==> src/rtl/accum_stream_30.sv <==
// Streaming packet accumulator: adds/subtracts 30-bit beats per packet through a
// Kogge-Stone prefix adder and holds the packet result until the consumer takes it.

module prefix_adder_30 (
  input  logic [29:0] a,
  input  logic [29:0] b,
  input  logic        cin,
  output logic [29:0] sum,
  output logic        cout
);

  logic [29:0] prop;
  logic [29:0] grp_g;
  logic [29:0] grp_p;
  logic [29:0] nxt_g;
  logic [29:0] nxt_p;
  logic [30:0] carry;

  // Five doubling levels reduce each bit to its group generate/propagate over bits [i:0]
  always_comb begin
    prop  = a ^ b;
    grp_g = a & b;
    grp_p = prop;
    nxt_g = '0;
    nxt_p = '0;
    for (int lvl = 0; lvl < 5; lvl++) begin
      nxt_g = grp_g;
      nxt_p = grp_p;
      for (int i = 0; i < 30; i++) begin
        if (i >= (1 << lvl)) begin
          nxt_g[i] = grp_g[i] | (grp_p[i] & grp_g[i - (1 << lvl)]);
          nxt_p[i] = grp_p[i] & grp_p[i - (1 << lvl)];
        end
      end
      grp_g = nxt_g;
      grp_p = nxt_p;
    end
    carry = {grp_g | (grp_p & {30{cin}}), cin};
    sum   = prop ^ carry[29:0];
    cout  = carry[30];
  end

endmodule

module accum_stream_30 #(
  parameter int CNT_W = 8
) (
  input  logic             clk,
  input  logic             rst,
  input  logic             in_valid,
  output logic             in_ready,
  input  logic [29:0]      in_data,
  input  logic             in_sub,
  input  logic             in_last,
  output logic             out_valid,
  input  logic             out_ready,
  output logic [29:0]      out_sum,
  output logic             out_flag,
  output logic [CNT_W-1:0] out_count
);

  typedef enum logic [1:0] {IDLE, ACC, HOLD} state_t;

  state_t           state;
  state_t           state_next;
  logic [29:0]      acc;
  logic [29:0]      a_op;
  logic [29:0]      b_op;
  logic [29:0]      add_sum;
  logic             add_cout;
  logic             carry_evt;
  logic             flag;
  logic             flag_next;
  logic [CNT_W-1:0] cnt;
  logic [CNT_W-1:0] cnt_next;
  logic             accept;
  logic             take_result;

  assign accept      = in_valid & in_ready;
  assign take_result = out_valid & out_ready;

  // Subtraction is a + ~b + 1, so a missing carry-out means a borrow occurred
  assign a_op      = (state == IDLE) ? '0 : acc;
  assign b_op      = in_sub ? ~in_data : in_data;
  assign carry_evt = in_sub ? ~add_cout : add_cout;
  assign flag_next = (state == IDLE) ? carry_evt : (flag | carry_evt);
  assign cnt_next  = (state == IDLE) ? CNT_W'(1) : ((cnt == '1) ? cnt : cnt + 1'b1);

  prefix_adder_30 u_adder (
    .a    (a_op),
    .b    (b_op),
    .cin  (in_sub),
    .sum  (add_sum),
    .cout (add_cout)
  );

  always_ff @(posedge clk) begin
    if (rst) state <= IDLE;
    else     state <= state_next;
  end

  always_comb begin
    state_next = state;
    case (state)
      IDLE, ACC: if (accept) state_next = in_last ? HOLD : ACC;
      HOLD:      if (take_result) state_next = IDLE;
      default:   state_next = IDLE;
    endcase
  end

  always_comb begin
    in_ready = (state != HOLD);
  end

  // Running state is cleared on release so the next packet starts from a clean slate
  always_ff @(posedge clk) begin
    if (rst) begin
      acc       <= '0;
      flag      <= 1'b0;
      cnt       <= '0;
      out_valid <= 1'b0;
      out_sum   <= '0;
      out_flag  <= 1'b0;
      out_count <= '0;
    end else if (accept) begin
      acc  <= add_sum;
      flag <= flag_next;
      cnt  <= cnt_next;
      if (in_last) begin
        out_sum   <= add_sum;
        out_flag  <= flag_next;
        out_count <= cnt_next;
        out_valid <= 1'b1;
      end
    end else if (take_result) begin
      out_valid <= 1'b0;
      acc       <= '0;
      flag      <= 1'b0;
      cnt       <= '0;
    end
  end

endmodule

==> config.mk <==
export PLATFORM = sky130hd
export DESIGN_NAME = accum_stream_30
export DESIGN_NICKNAME = d
export VERILOG_FILES = /design/src/rtl/accum_stream_30.sv
export SDC_FILE = /design/constraint.sdc
export NUM_CORES = 1
export LEC_CHECK = 0
export ABC_AREA = 1
export BUFFER_PORTS_ARGS = -buffer_cell sky130_fd_sc_hd__buf_2
export CAP_MARGIN = 10
export CORE_UTILIZATION = 45
export DETAILED_ROUTE_END_ITERATION = 16
export GPL_TIMING_DRIVEN = 0
export PLACE_DENSITY = 0.72
export SLEW_MARGIN = 20
export SYNTH_ARGS = -nofsm -noshare
export SYNTH_HDL_FRONTEND = slang
export SYNTH_HIERARCHICAL = 1
export SYNTH_SLANG_ARGS = --single-unit
==> constraint.sdc <==
create_clock -name clk -period 2.5 [get_ports clk]
set_clock_uncertainty 0.15 [all_clocks]
set_input_delay 0.25 -clock clk [delete_from_list [all_inputs] [get_ports clk]]
set_output_delay 0.25 -clock clk [all_outputs]
set_load 0.03 [all_outputs]
==> results of run 1 <==
==> routing by layer <==
metal	up-vias	share of wire, %
li1	3232	-
met5	-	0
met4	0	5.0
met1	3041	41
met2	360	47
met3	100	6.9
==> synthesized netlist by cell type, drive strengths merged, types with 2 or more instances <==
cell	n
o21bai	2
ha	31
nor3	2
inv	151
dfxtp	81
a211oi	2
xor2	45
o21ai	12
nand2	368
xnor2	2
a21oi	95
nand4	7
nand3	48
nor2	86
clkbuf	16
buf	15
==> metrics by stage <==
| step | total power [mW] | hold WS [ns] |
|---|---|---|
| 2_1_floorplan | 2.315 | 0.2772 |
| 3_3_place_gp | 2.622 | 0.2980 |
| 3_5_place_dp | 2.633 | 0.3030 |
| 4_1_cts | 4.304 | 0.06235 |
| 5_1_grt | 4.899 | 0.1048 |
| 6_report | 4.704 | 0.07139 |
==> layout by cell type, fill, tap and decap left out, drive strengths merged <==
master	Yosys	final
clkinvlp	0	1
o21a	1	1
nand2	368	368
o21ai	12	12
bufinv	0	2
clkbuf	16	23
nand3b	1	1
nor2	86	86
a31oi	1	1
ha	31	31
xnor2	2	2
nor3	2	2
buf	15	145
nand3	48	48
inv	151	153
nand4	7	7
xor2	45	45
clkinv	1	3
a211oi	2	2
o21bai	2	2
fa	1	1
a21oi	95	95
dfxtp	81	81
a21boi	1	1
a21o	1	1
==> final timing paths <==
path	start	end	cells past startpoint
worst max-delay path	state[1]	acc[22]	20
worst min-delay path	out_ready	out_valid	4
worst max register to register	state[1]	acc[22]	20
worst min register to register	out_sum[22]	out_sum[22]	2
==> cell type report <==
| class | instances | area share, % |
|---|---|---|
| clock buffers | 9 | 2.694 |
| flip-flops and latches | 81 | 19.46 |
| inverters | 152 | 6.870 |
| well taps | 172 | 2.574 |
| multi-input cells | 706 | 54.56 |
| repair buffers | 128 | 9.924 |
| clock inverters | 7 | 1.227 |
| plain buffers | 31 | 2.694 |
==> sequential cells by signal, indices dropped and copies added (netlist names) <==
| signal | cells |
|---|---|
| out_valid | 1 |
| out_flag | 1 |
| state | 2 |
| out_sum | 30 |
| cnt | 8 |
| flag | 1 |
| out_count | 8 |
| acc | 30 |
==> report_power, final <==
part           switching, mW  internal (mW)
sequential            0.0657           1.40
combinational           1.10          0.696
clock                  0.563          0.885
total                   1.72           2.98
==> tightest hold or removal path, stage by stage <==
cell     delay (ns)
buf_2          0.10
nand2_1        0.05
nand2_1        0.05
a21oi_1        0.05
==> repair_timing <==
action | CTS | global route
resized for setup | 83 | 192
pin swaps | 49 | 83
setup endpoints to repair | 58 | 45
gates cloned | 3 | 0
buffers inserted | 38 | 12
==> kinds of logic after synthesis <==
family | after synthesis | synth area share [%]
AO/OA/AOI/OAI | 115 | 10.40
adder cells (fa/ha/maj) | 32 | 7.005
XOR/XNOR | 47 | 7.069
AND/OR/NAND/NOR | 512 | 35.13
buffers and inverters | 183 | 12.55
flip-flops | 81 | 27.85
==> metrics.yaml, run 1 <==
run_status:
  status: "complete, but fails checks"
  violations: "setup timing"
clock_network:
  cts_buffers: 9
  cts_root_buf: "clkbuf_16"
  clk_pin_slew_ns: 0.06
  holdBufCountCts: 0
  cts_sinks: 81
  clockBufferDepth: 2
  clk_latency_ns: 0.34
  htreeDepth: 3
  cts_tree: "done"
placed_design:
  post-place-ws_ns: -0.8178
  place.gp.congestion: 0.9299
  port_buffers: 75
  dp_cells: 1217
  placed_cell_area_um2: 6417
  dp_hpwl_um: 12210
sta:
  slew_headroom_pct: 64.95
  setup_viol: 30
  finalHoldViolCount: 0
  drv_slew: 0
  fmax_mhz: 373.7
  tns_ns: -2.288
  fin_crit_ns: 2.676
  worstMarginPinSlew_ns: 0.5257
  postLayoutSetupSlackWorst_ns: -0.1757
  post-route-period-util_pct: 107.0
  grt_setup_unrepaired: "true"
worst_setup_path:
  slowest_delay_ns: 0.35
  crit_buf_inv: 6
  critPathKind: "register to register"
  startpoint_type: "register"
  path_cells: "nor2_4, buf_12, clkbuf_16, nor2_4, ha_4, nand2_1, nand2_1, inv_1, nand2_1, inv_1, nand2_2, nand2_2, nand2_2, nand2_2, buf_4, buf_4, nand3_2, nand2_2, nand2_1, a21oi_1"
  path_max_fanout: 7
  crit_top_cell: "nand2_2"
  arrival_ns: 2.73
  critPathTopFamily: "simple AND/OR/NAND/NOR gates"
  end_kind: "register"
  required_ns: 2.56
  cp_slowest_cell: "dfxtp_4"
  r2r_setup_slack_ns: -0.18
die:
  num_rows: 41
  dieHeight_um: 115.8
  die_x_um: 115.8
  ios: 77
  die-area_um2: 13400
  initial_core_util_pct: 46.14
  core_area_um2: 12620
logic_synthesis:
  synthArstFlopShare_pct: 0
  ys_warn_count: 6
  yosys.area.top_type_share_pct: 27.85
  yosysSeqAreaShare_pct: 27.85
  netlist_area_um2: 5823
  synth_area_leaders: "dfxtp_1 28%, nand2_1 23%, inv_1 9.4%"
  avgSynthCellArea_um2: 6.003
  ys_ff_latch: 81
  synth_ff_type: "dfxtp_1"
  yosysTopAreaCell: "dfxtp_1"
  syn-num-nets: 1038
  ys_types: 31
  netlist_instances: 970
  synth_edf_count: 0
route:
  drc: 0
  antenna_left: 0
  routed_via_density: 5.236
  dr.pass1.iters: 6
  post_drt_wl_per_cell_um: 15.43
  route.vias.total: 6733
  drt_wl_total_um: 19840
  drt_iter0_markers: 776
grt:
  use_met2_pct: 41.72
  grt_usage_pct: 24.96
  grtUsageMet1_pct: 33.37
  busiest_layer: "met2"
  grt_use_met3_pct: 2.563
  grt_antenna_before_repair: 0
  grt_overflow: 0
  grt_max_degree: 16
  grt_pass1_vias: 5457
  grt_pass1_wl_um: 25970
cells_and_area:
  n_fill_cell: 1023
  final_cells: 1286
  final_layout_size_suffix_gt1_share_pct: 34.56
  register_area_um2: 1627
  final_area_um2: 8359
  multiInputGateArea_um2: 4561
  diodes: 0
  fin_nets: 1177
  area_growth_pct: 43.55
  final_util_pct: 66.24
hold_path:
  hp-class: "primary input to register"
pwr:
  powerDensity_nw_per_um2: 562.7
  p_leak_nw: 3.994
  ir_worst_vdd_uv: 380.9
job:
  cap_violations: 0
(Power assumes the default switching activity.)
==> run 2: changes to the inputs <==
CTS_BUF_LIST = sky130_fd_sc_hd__clkbuf_4 sky130_fd_sc_hd__clkbuf_8   (was not set)
==> metrics.yaml, run 2 (same netlist as run 1, synthesis figures left out) <==
cells_and_area:
  reg_top3: "acc x30, out_sum x30"  # unchanged
  fin_nets: 1174  # was 1177
  final_util_pct: 64.81  # was 66.24%
  diodes: 0  # unchanged
  layout_commonest_cell: "nand2_1"  # unchanged
  n_fill_cell: 1060  # was 1023
  final_cell_mix: "278 x nand2_1, 139 x inv_1, 79 x dfxtp_1"  # was 288 x nand2_1, 141 x inv_1, 79 x dfxtp_1
  final_layout_size_suffix_gt1_share_pct: 34.47  # was 34.56%
  area_growth_pct: 40.46  # was 43.55%
die:
  die-area_um2: 13400  # unchanged
  initial_core_util_pct: 46.14  # unchanged
  die_x_um: 115.8  # unchanged
  num_rows: 41  # unchanged
  core_area_um2: 12620  # unchanged
  dieHeight_um: 115.8  # unchanged
  ios: 77  # unchanged
sta:
  fin_crit_ns: 2.637  # was 2.676 ns
  grt_setup_unrepaired: "true"  # unchanged
  drv_slew: 0  # unchanged
  worstMarginPinSlew_ns: 0.5119  # was 0.5257 ns
  postLayoutSetupSlackWorst_ns: -0.1370  # was -0.1757 ns
  finalHoldViolCount: 0  # unchanged
  post-route-period-util_pct: 105.5  # was 107.0%
  slew_headroom_pct: 65.87  # was 64.95%
  fmax_mhz: 379.2  # was 373.7 MHz
  setup_viol: 20  # was 30
grt:
  grt_antenna_before_repair: 0  # unchanged
  grt_usage_pct: 24.69  # was 24.96%
  grt_pass1_vias: 5442  # was 5457
  grt_max_degree: 16  # unchanged
  grt_pass1_wl_um: 25730  # was 25970 um
  grt_overflow: 0  # unchanged
clock_network:
  cts_sinks: 81  # unchanged
  clockBufferDepth: 2  # unchanged
  holdBufCountCts: 0  # unchanged
  cts_tree: "done"  # unchanged
  cts_root_buf: "clkbuf_8"  # was clkbuf_16
  clk_pin_slew_ns: 0.09  # was 0.06 ns
  cts_buffers: 9  # unchanged
  clk_latency_ns: 0.35  # was 0.34 ns
  htreeDepth: 3  # unchanged
route:
  route.met2.wl_um: 8922  # was 9357 um
  route.vias.total: 6589  # was 6733
  antenna_left: 0  # unchanged
  routed_via_density: 5.136  # was 5.236
  dr.pass1.iters: 5  # was 6
  drc: 0  # unchanged
  drt_wl_total_um: 18660  # was 19840 um
  wl_met1_um: 7889  # was 8135 um
  drt_iter0_markers: 689  # was 776
  routed.top_layer: "met4"  # unchanged
  wl_met3_um: 1194  # was 1366 um
  post_drt_wl_per_cell_um: 14.54  # was 15.43 um
run_status:
  status: "complete, but fails checks"  # unchanged
  violations: "setup timing"  # unchanged
hold_path:
  hp-class: "primary input to register"  # unchanged
  hp-start: "out_ready"  # unchanged
pwr:
  powerDensity_nw_per_um2: 523.7  # was 562.7 nW/um^2
  p_leak_nw: 3.943  # was 3.994 nW
  ir_worst_vdd_uv: 265.9  # was 380.9 uV
  fin_total_pwr_mw: 4.283  # was 4.704 mW
worst_setup_path:
  path_cells: "nor2_4, buf_12, clkbuf_16, nor2_4, ha_4, nand2_1, nand2_1, inv_1, nand2_1, inv_1, nand2_2, nand2_2, nand2_2, nand2_2, buf_4, buf_4, nand3_1, nand2_2, nand2_1, a21oi_1"  # was nor2_4, buf_12, clkbuf_16, nor2_4, ha_4, nand2_1, nand2_1, inv_1, nand2_1, inv_1, nand2_2, nand2_2, nand2_2, nand2_2, buf_4, buf_4, nand3_2, nand2_2, nand2_1, a21oi_1
  setup.worst_path.start: "state[1]"  # unchanged
  cp_slowest_cell: "dfxtp_4"  # unchanged
  end_kind: "register"  # unchanged
  path_max_fanout: 7  # unchanged
  critPathKind: "register to register"  # unchanged
  arrival_ns: 2.71  # was 2.73 ns
  reg2reg_from: "state[1]"  # unchanged
  startpoint_type: "register"  # unchanged
  required_ns: 2.57  # was 2.56 ns
  slowest_delay_ns: 0.36  # was 0.35 ns
  crit_top_cell: "nand2_2"  # unchanged
job:
  cap_violations: 0  # unchanged
placed_design:
  place.gp.congestion: 0.9299  # unchanged
  dp_hpwl_um: 12210  # unchanged
  port_buffers: 75  # unchanged
[run 2: cell types whose count changed in the layout (fill, tap and decap cells not counted), moves of 4 or more]
cell / previous run / this run
clkbuf_8: 1 / 10
nand2_2: 69 / 74
clkbuf_16: 10 / 1
nor2_4: 18 / 14
nand2_1: 288 / 278
nand2_4: 11 / 15
xor2_1: 23 / 30
xor2_2: 20 / 14
[run 2: critical path: cells and delay by family, from the launching register on]
family	cells	cell delay, ns
DFF	1	0.36
buffers and inverters	6	0.70
AOI/OAI and AO/OA	1	0.07
adders and majority gates	1	0.28
and+or+nand+nor	12	0.95
[run 2: repair_timing]
action | 4_1_cts | 5_1_grt
setup buffers | 38 | 9
pin swaps | 48 | 79
resized for setup | 78 | 197
gates cloned | 3 | 0
endpoints found under the setup margin | 58 | 45
[run 2: final cells by class]
class | count | area (um^2) | share of cell area [%]
plain buffers | 31 | 220.2 | 2.692
clock buffers | 9 | 123.9 | 1.514
clock inverters | 7 | 102.6 | 1.254
inverters | 152 | 571.8 | 6.991
multi-input cells | 706 | 4516 | 55.21
flip-flops and latches | 81 | 1627 | 19.89
well taps | 172 | 215.2 | 2.631
repair buffers | 125 | 803.3 | 9.821
[run 2: through the flow]
stage | setup TNS, ns | worst slack, ns | std cells | hold slack [ns] | area, um^2
CTS | -0.009375 | -0.009375 | 1274 | 0.04333 | 7333
detailed placement | -26.59 | -0.8178 | 1217 | 0.3030 | 6417
floorplan | 0 | 0.001244 | 970 | 0.2772 | 5827
global route | -4.475 | -0.2189 | 1283 | 0.08085 | 8179
finish | -1.071 | -0.1370 | 1283 | 0.05842 | 8179
global placement | -26.35 | -0.8057 | 1217 | 0.2980 | 6417
[run 2: path summary, 6_finish.rpt]
kind         slack, ns  cells past startpoint    endpoint
max reg2reg      -0.14                     20     acc[22]
max              -0.14                     20     acc[22]
min reg2reg       0.31                      2  out_sum[0]
min               0.06                      4   out_valid
[run 2: per-layer routing]
layer  GRT usage, %  vias up
met1          33.24     2981
li1               -     3232
met2          41.24      304
met3          2.458       72
met4          8.632        0
met5              0        -
[run 2: power breakdown]
| group | internal [mW] | leakage [nW] | switching (mW) |
|---|---|---|---|
| clock network | 0.573 | 0.110 | 0.507 |
| registers | 1.40 | 0.665 | 0.0644 |
| logic | 0.677 | 3.17 | 1.06 |
